### src/rtl/ccl_packer.sv
// ccl_packer: transmit side of the CCL byte interface.
// Latches a sparse 16-entry code table, compacts the valid entries in order,
// then emits a header byte {3'b000, n} followed by ceil(n/2) payload bytes,
// two codes per byte, high nibble first. No backpressure: the receiver must
// accept one byte per cycle that winc is high.
// The byte output is named byte_o because "byte" is a reserved word.
module ccl_packer #(
   parameter int NCODE = 16,   // table entries; the datapath is sized for 16
   parameter int CW    = 4,    // code width; the datapath is sized for nibbles
   parameter int GAP   = 0     // idle cycles between consecutive output bytes, 0..15
) (
   input  logic                  clk,
   input  logic                  rst_n,
   input  logic                  load,
   input  logic [NCODE*CW-1:0]   code_sq,
   input  logic [NCODE-1:0]      valid_sq,
   output logic                  busy,
   output logic                  winc,
   output logic [7:0]            byte_o,
   output logic                  done,
   output logic [2:0]            state_o
);

   typedef enum logic [2:0] {
      IDLE    = 3'd0,
      COMPACT = 3'd1,
      HDR     = 3'd2,
      GAPW    = 3'd3,
      DATA    = 3'd4,
      FIN     = 3'd5
   } state_t;

   localparam bit       USE_GAP  = (GAP != 0);
   localparam logic [3:0] GAP_LOAD = 4'(GAP - 1);

   state_t                state_q, state_d;
   logic [NCODE*CW-1:0]   code_q, code_d;
   logic [NCODE-1:0]      valid_q, valid_d;
   logic [63:0]           list_q, list_d;    // compacted codes, slot i at [4i+3:4i]
   logic [3:0]            idx_q, idx_d;      // table scan position during COMPACT
   logic [4:0]            n_q, n_d;          // number of compacted codes, 0..16
   logic [2:0]            k_q, k_d;          // payload byte index
   logic [3:0]            gap_q, gap_d;      // idle cycles left before the next byte
   logic                  busy_q, busy_d;
   logic                  winc_q, winc_d;
   logic [7:0]            byte_q, byte_d;
   logic                  done_q, done_d;

   // Payload byte k and whether it is the last one of the frame.
   logic [3:0]            hi_nib, lo_nib;
   logic                  last_byte;

   assign hi_nib    = list_q[{k_q, 1'b0, 2'b00} +: 4];
   assign lo_nib    = ({1'b0, k_q, 1'b1} < n_q) ? list_q[{k_q, 1'b1, 2'b00} +: 4] : 4'h0;
   assign last_byte = (({1'b0, k_q, 1'b0} + 5'd2) >= n_q);

   // State register and all registered outputs; reset drops any frame in flight.
   always_ff @(posedge clk or negedge rst_n) begin
      if (!rst_n) begin
         state_q <= IDLE;
         code_q  <= '0;
         valid_q <= '0;
         list_q  <= '0;
         idx_q   <= '0;
         n_q     <= '0;
         k_q     <= '0;
         gap_q   <= '0;
         busy_q  <= 1'b0;
         winc_q  <= 1'b0;
         byte_q  <= 8'h00;
         done_q  <= 1'b0;
      end else begin
         state_q <= state_d;
         code_q  <= code_d;
         valid_q <= valid_d;
         list_q  <= list_d;
         idx_q   <= idx_d;
         n_q     <= n_d;
         k_q     <= k_d;
         gap_q   <= gap_d;
         busy_q  <= busy_d;
         winc_q  <= winc_d;
         byte_q  <= byte_d;
         done_q  <= done_d;
      end
   end

   // Next-state and next-output logic for the frame sequencer.
   always_comb begin
      state_d = state_q;
      code_d  = code_q;
      valid_d = valid_q;
      list_d  = list_q;
      idx_d   = idx_q;
      n_d     = n_q;
      k_d     = k_q;
      gap_d   = gap_q;
      busy_d  = busy_q;
      winc_d  = 1'b0;
      byte_d  = byte_q;
      done_d  = 1'b0;

      case (state_q)
         IDLE: begin
            busy_d = 1'b0;
            if (load) begin
               code_d  = code_sq;
               valid_d = valid_sq;
               list_d  = '0;
               idx_d   = '0;
               n_d     = '0;
               busy_d  = 1'b1;
               state_d = COMPACT;
            end
         end

         // One table entry per cycle; valid entries are appended at slot n.
         COMPACT: begin
            if (valid_q[idx_q]) begin
               list_d[{n_q[3:0], 2'b00} +: 4] = code_q[{idx_q, 2'b00} +: 4];
               n_d = n_q + 5'd1;
            end
            idx_d = idx_q + 4'd1;
            if (idx_q == 4'd15) begin
               state_d = HDR;
            end
         end

         HDR: begin
            winc_d = 1'b1;
            byte_d = {3'b000, n_q};
            k_d    = '0;
            if (n_q == 5'd0) begin
               state_d = FIN;
            end else if (USE_GAP) begin
               gap_d   = GAP_LOAD;
               state_d = GAPW;
            end else begin
               state_d = DATA;
            end
         end

         // Idle cycles between bytes: strobe low, previous byte held.
         GAPW: begin
            if (gap_q == 4'd0) begin
               state_d = DATA;
            end else begin
               gap_d = gap_q - 4'd1;
            end
         end

         DATA: begin
            winc_d = 1'b1;
            byte_d = {hi_nib, lo_nib};
            if (last_byte) begin
               state_d = FIN;
            end else begin
               k_d = k_q + 3'd1;
               if (USE_GAP) begin
                  gap_d   = GAP_LOAD;
                  state_d = GAPW;
               end else begin
                  state_d = DATA;
               end
            end
         end

         // First edge raises done with busy still high; the second retires the frame.
         FIN: begin
            byte_d = 8'h00;
            if (!done_q) begin
               done_d = 1'b1;
               busy_d = 1'b1;
            end else begin
               done_d  = 1'b0;
               busy_d  = 1'b0;
               state_d = IDLE;
            end
         end

         default: begin
            state_d = IDLE;
            busy_d  = 1'b0;
            byte_d  = 8'h00;
         end
      endcase
   end

   assign busy    = busy_q;
   assign winc    = winc_q;
   assign byte_o  = byte_q;
   assign done    = done_q;
   assign state_o = state_q;

endmodule

### config.mk
export PLATFORM = sky130hd
export DESIGN_NAME = ccl_packer
export DESIGN_NICKNAME = d
export VERILOG_FILES = /design/src/rtl/ccl_packer.sv
export SDC_FILE = /design/constraint.sdc
export NUM_CORES = 1
export LEC_CHECK = 0
export BUFFER_PORTS_ARGS = -buffer_cell sky130_fd_sc_hd__buf_4
export CAP_MARGIN = 20
export CORE_ASPECT_RATIO = 1.1
export CORE_UTILIZATION = 40
export DETAILED_ROUTE_END_ITERATION = 8
export MAX_ROUTING_LAYER = met4
export PLACE_DENSITY = 0.59
export SLEW_MARGIN = 5
export SYNTH_ARGS = -nofsm -noshare
export SYNTH_HDL_FRONTEND = slang
export SYNTH_SLANG_ARGS = --single-unit
export TNS_END_PERCENT = 20
### constraint.sdc
create_clock -name clk -period 2.3 [get_ports clk]
set_input_delay 0.23 -clock clk [delete_from_list [all_inputs] [get_ports clk]]
set_output_delay 0.23 -clock clk [all_outputs]
set_load 0.02 [all_outputs]
==> results of run 1 <==
[worst min-delay path by stage]
stage | from | endpoint
after detailed placement | rst_n | winc
after global routing | code_sq[56] | code_q[56]
after floorplan | rst_n | busy
after global placement | rst_n | winc
final | valid_sq[1] | valid_q[1]
after CTS | code_sq[56] | code_q[56]
[repair_timing]
item,in CTS,in global routing
endpoints found under the hold margin,133,0
pin swaps,0,3
hold buffers,76,0
setup buffers,0,0
setup endpoints to repair,16,13
gates resized for setup,2,5
[where the power goes]
| part | switching (uW) | total [uW] | internal, uW | leakage, uW |
|---|---|---|---|---|
| clock network | 1400 | 2900 | 1500 | 0.000293 |
| registers | 38.9 | 3170 | 3130 | 0.00200 |
| logic | 182 | 447 | 266 | 0.00345 |
| total | 1620 | 6510 | 4890 | 0.00574 |
[cell families (layout without fill, tap and decap cells)]
| group | after synthesis | count (layout) | share of synthesized area [%] |
|---|---|---|---|
| xor+xnor | 7 | 7 | 0.711 |
| fa+ha+maj | 12 | 12 | 1.74 |
| buf+inv | 71 | 280 | 3.54 |
| simple gates | 394 | 394 | 18.9 |
| flops | 174 | 174 | 50.5 |
| mux | 109 | 109 | 17.7 |
| compound gates | 73 | 73 | 6.89 |
[worst max-delay path, cell delays in order (launching register included)]
cell	delay (ps)
dfrtp_2	480
mux4_2	350
nor2_1	60
a311oi_4	310
o21a_2	320
nand4_1	330
mux2i_1	210
[area by class of cell]
type                       count  area (um2)  share of cell area, %
clock buffer                  18         439                   3.83
clock inverter                14         161                   1.41
sequential                   174        4360                   38.0
inverter                      17        63.8                  0.556
tap                          285         357                   3.11
timing repair buffer         231        2090                   18.3
multi-input combinational    595        4000                   34.9
[metal layers]
metal,share of wire (%),vias up
met3,3.4,26
met2,49,131
met1,46,3234
li1,-,3261
met4,1.3,0
met5,0,-
[registers in the layout, indices dropped and copies added, names as in the netlist]
register  count
busy          1
byte_o        8
code_q       64
done          1
gap_q         4
idx_q         4
k_q           3
list_q       64
n_q           5
state_o       3
valid_q      16
winc          1
[metrics by stage]
stage	setup TNS [ps]	instances	power (uW)	util [%]
after floorplan	0	840	3330	-
after global placement	0	1226	3570	48.3
after detailed placement	-208	1226	3570	48.3
after CTS	0	1334	6580	54.9
after global routing	0	1334	6760	55.0
final	0	1334	6510	55.0
[cell usage in the layout, fill, tap and decap left out, drive strengths merged, types with 2 or more instances in the layout]
cell type,count
nand2,320
dfrtp,174
buf,155
dlygate4sd3,76
mux2i,69
mux4,34
inv,25
nor2,20
clkbuf,18
o21ai,16
nand3,12
ha,12
a21oi,9
o2bb2ai,8
nor3,7
mux2,6
nand4,6
xnor2,5
a22o,5
o22ai,5
a221oi,5
or2,5
clkinv,5
nand3b,4
nor2b,4
o211ai,4
a31oi,3
nand2b,3
o31ai,3
or4,3
nor4,3
or3,3
xor2,2
o311ai,2
a21o,2
nor4b,2
==> metrics.cfg, run 1 <==
[logic_synthesis]
postSynth.topFlopCell = dfrtp_1
yosys-top-cells-area = dfrtp_1 (51%), nand2_1 (14%), mux4_2 (8.9%)
synth_cells = 840
yosysTopAreaCellShare_pct = 50.5
yosys.area.top_type = dfrtp_1
syn-cell-area_mm2 = 0.00862
syn-num-nets = 935
synth_seq_cells = 174
synth_cell_types = 61
async_reset_ff_share_pct = 100
yosys.cell_count.top_type = nand2_1
synth_warnings = 0
ys_seq_area_share_pct = 50.5
synth_edf_count = 0
synth_area_per_cell_um2 = 10.3
synthTopCellsByCount = nand2_1 (320), dfrtp_1 (174), mux2i_1 (69), clkbuf_1 (35), mux4_2 (34)

[floorplanning]
initial_core_util_pct = 41.4
ios = 97
rows = 55
die_h_um = 156
fp.dieW_um = 142
core_mm2 = 0.0209
die_area_mm2 = 0.0221

[min_path]
worstHoldPathCells = 3
hold_path.class = primary input to register

[drt]
wirelength_um = 21100
via_per_inst = 4.99
wl_per_cell_um = 15.8
drtIter0Drc = 352
drc = 0
vias = 6652
first_pass_iters = 5
antenna_left = 0

[finish]
area.growth.synth_to_final_pct = 33.0
fillCellCount = 1820
drive_gt1_share_pct = 23.7
nNetsFinal = 1131
postLayoutCellArea_mm2 = 0.0115
diodes = 0

[setup_path]
critPathLaunch = idx_q[0]
cp-end-kind = register
r2r_start = idx_q[0]
critPathKind = register to register
worstRegToRegCells = 6
start_kind = register
regToRegEndpoint = list_q[14]
r2r_setup_slack_ps = 100
cp.arrival_ps = 2500
required_ps = 2600
critPathMaxFanout = 8
crit_end = list_q[14]

[sta]
drv_slew = 0
maxSlewHeadroom_pct = 59.5
tightestPinTransition_ps = 608
fmax_mhz = 455
fin_skew_ps = 11.5
hold_viol = 0
min_period_ps = 2200
fin_crit_sh_pct = 95.5
layout_setup_ws_ps = 104
grt_setup_unrepaired = no
whs_ps = 13.2
setup_viol = 0

[global_routing]
grt_busiest_layer = met2
gr-usage-met1_pct = 27.5
grt_pass1_wl_um = 34900
grt_pass1_vias = 6856
grt_start_max_net_pins = 86
grtUsageTotal_pct = 21.2
use_met2_pct = 33.9
grt_overflow = 0
grt_antenna_before_repair = 0
grt_use_met3_pct = 3.65

[clock_network]
insertion_delay_ps = 440
max-clock-path-buffers = 2
clockRootBuffer = clkbuf_16
clock_sinks = 174
path_clk_slew_ps = 80
cts_buffers = 17
h-tree-depth = 4
cts_tree = done

[placed_design]
post-place-ws_ps = -50.2
port_buffers = 96
finalWeightedCongestion = 0.808
hpwl_um = 14100
postPlaceCellArea_mm2 = 0.0101

[status]
status = finished clean

[power]
ir_drop_mv = 0.429
leakage_uw = 0.00574
p_per_area_mw_per_mm2 = 568

[flow_run]
maxCapViolations = 0

No activity file was read; power rests on OpenSTA's default activity.
==> run 2: changes to the inputs <==
--- a/config.mk
+++ b/config.mk
@@ -9,8 +9,8 @@
 export CAP_MARGIN = 20
 export CORE_ASPECT_RATIO = 1.1
-export CORE_UTILIZATION = 40
+export CORE_UTILIZATION = 24
 export DETAILED_ROUTE_END_ITERATION = 8
 export MAX_ROUTING_LAYER = met4
-export PLACE_DENSITY = 0.59
+export PLACE_DENSITY = 0.4
 export SLEW_MARGIN = 5
 export SYNTH_ARGS = -nofsm -noshare
==> constraint.sdc (replaced) <==
create_clock -name clk -period 2.3 [get_ports clk]
set_input_delay 0.46 -clock clk [delete_from_list [all_inputs] [get_ports clk]]
set_output_delay 0.46 -clock clk [all_outputs]
set_load 0.02 [all_outputs]
==> metrics.cfg, run 2 (synthesis results as in run 1) <==
[setup_path]
cpPeakStageDelay_ps = 500
crit_path_frequent_cell = buf_4
r2r_start = idx_q[0]
cp.arrival_ps = 2530
critPathSlowestCell = mux4_2
crit_buf_inv = 3
start_kind = register
critPathMaxFanout = 6
r2r_setup_slack_ps = 120
required_ps = 2660
critPathKind = register to register
path_delay_family = multiplexers
crit_path_cell_trace = buf_6 -> mux4_2 -> o211a_4 -> or2_0 -> buf_4 -> nand3_1 -> buf_4 -> mux2i_1
regToRegEndpoint = list_q[47]
cp-end-kind = register
critPathLaunch = idx_q[0]
worstRegToRegCells = 8

[global_routing]
grt_use_met3_pct = 2.21
grt_busiest_layer = met2
grtUsageTotal_pct = 14.3
grt_pass1_vias = 6784
grt_pass1_wl_um = 39100
gr-usage-met1_pct = 19.0
use_met2_pct = 22.8
grt_start_max_net_pins = 86
grt_antenna_before_repair = 0
grt_overflow = 0

[power]
switching_share_pct = 25.8
pwr-share-seq_pct = 49.2
clkPwrFrac_pct = 45.5
combPwrFrac_pct = 5.3
leakage_uw = 0.00546
power.internal_uw = 4780
ir_drop_mv = 0.557
p_per_area_mw_per_mm2 = 585
switching_power_uw = 1660

[drt]
drc = 0
via_per_inst = 4.29
antenna_left = 0
wl_per_cell_um = 16.4
drtIter0Drc = 200
wirelength_um = 24000
first_pass_iters = 6
vias = 6291

[clock_network]
clock_sinks = 174
h-tree-depth = 4
path_clk_slew_ps = 80
cts_tree = done
cts_buffers = 17
max-clock-path-buffers = 2
clockRootBuffer = clkbuf_16
insertion_delay_ps = 440

[finish]
fillCellCount = 3757
nNetsFinal = 1069
drive_gt1_share_pct = 26.8
most-common-layout-cells = nand2_1 (320), dfrtp_1 (174), buf_4 (153), mux2i_1 (69), mux4_2 (34)
fin_util_pct = 31.2
final_common_cell = nand2_1
diodes = 0
area.growth.synth_to_final_pct = 27.8
top_regs = code_q: 64 flops, list_q: 64 flops, valid_q: 16 flops

[sta]
grt_setup_unrepaired = yes
maxSlewHeadroom_pct = 68.8
min_period_ps = 2180
setup_viol = 0
fin_crit_sh_pct = 94.6
fin_skew_ps = 14.6
tightestPinTransition_ps = 465
drv_slew = 0
fmax_mhz = 460
layout_setup_ws_ps = 124
hold_viol = 0
tns_ps = 0

[min_path]
worstHoldPathCells = 3
hold_path.class = primary input to register
hold-path-endpoint = code_q[47]
hold_start = code_sq[47]

[placed_design]
finalWeightedCongestion = 0.755
post-place-ws_ps = -94.6
port_buffers = 96
hpwl_um = 17200

[flow_run]
maxCapViolations = 0

[floorplanning]
ios = 97
core_mm2 = 0.0353
rows = 72
die_area_mm2 = 0.0367
initial_core_util_pct = 24.4
die_h_um = 201
fp.dieW_um = 183

[status]
status = finished clean

[run 2: cell count changes in the layout (fill, tap and decap cells not counted), moves of 2 or more]
cell and change:
buf_4 +13, buf_12 -5, clkinv_8 -2, nor2_1 -2, inv_12 +2, buf_6 +5, clkinv_4 +3, dlygate4sd3_1 -75
[run 2: worst max-delay path by stage]
stage | endpoint | slack (ps) | cells past startpoint
finish | list_q[47] | 120 | 8
global route | list_q[37] | -30 | 8
CTS | list_q[50] | 20 | 7
detailed placement | list_q[41] | -90 | 8
global placement | list_q[41] | -80 | 8
floorplan | k_q[2] | 20 | 9
[run 2: stage by stage]
| stage | std cells | total power [uW] | instance area, um2 | hold WS [ps] |
|---|---|---|---|---|
| 2_1_floorplan | 840 | 3330 | 8640 | 164 |
| 3_3_place_gp | 1433 | 3590 | 10300 | 430 |
| 3_5_place_dp | 1433 | 3590 | 10300 | 429 |
| 4_1_cts | 1466 | 6580 | 11000 | 179 |
| 5_1_grt | 1468 | 6730 | 11000 | 186 |
| 6_report | 1468 | 6450 | 11000 | 204 |
[run 2: layout make-up]
cell class	instances	area [um2]	share of cell area, %
tap	481	602	5.46
multi-input combinational	595	4010	36.4
clock buffer	17	425	3.86
inverter	17	63.8	0.579
clock inverter	15	165	1.50
sequential	174	4350	39.5
timing repair buffer	169	1400	12.7
[run 2: per-layer routing]
layer | up-vias | wire length, um
met5 | - | 0
met4 | 0 | 243
met3 | 14 | 605
met2 | 98 | 11500
met1 | 3054 | 11700
li1 | 3125 | -
[run 2: power groups by stage]
stage / Clock (uW) / Sequential [uW] / Combinational (uW)
2_1_floorplan: 0 / 3210 / 117
3_3_place_gp: 0 / 3230 / 350
3_5_place_dp: 0 / 3230 / 353
4_1_cts: 3050 / 3170 / 357
5_1_grt: 3150 / 3180 / 392
6_report: 2930 / 3170 / 345
[run 2: worst min-delay path: stages]
cell     delay, ps
buf_4           80
nand2_1         40
nand2_1         40
[run 2: what timing repair did]
action | 4_1_cts | 5_1_grt
setup buffers | 0 | 2
pin swaps | 0 | 3
cloned | 0 | 0
hold buffers | 1 | 0
endpoints found under the hold margin | 35 | 0
gates resized for setup | 4 | 11
setup endpoints to repair | 18 | 60
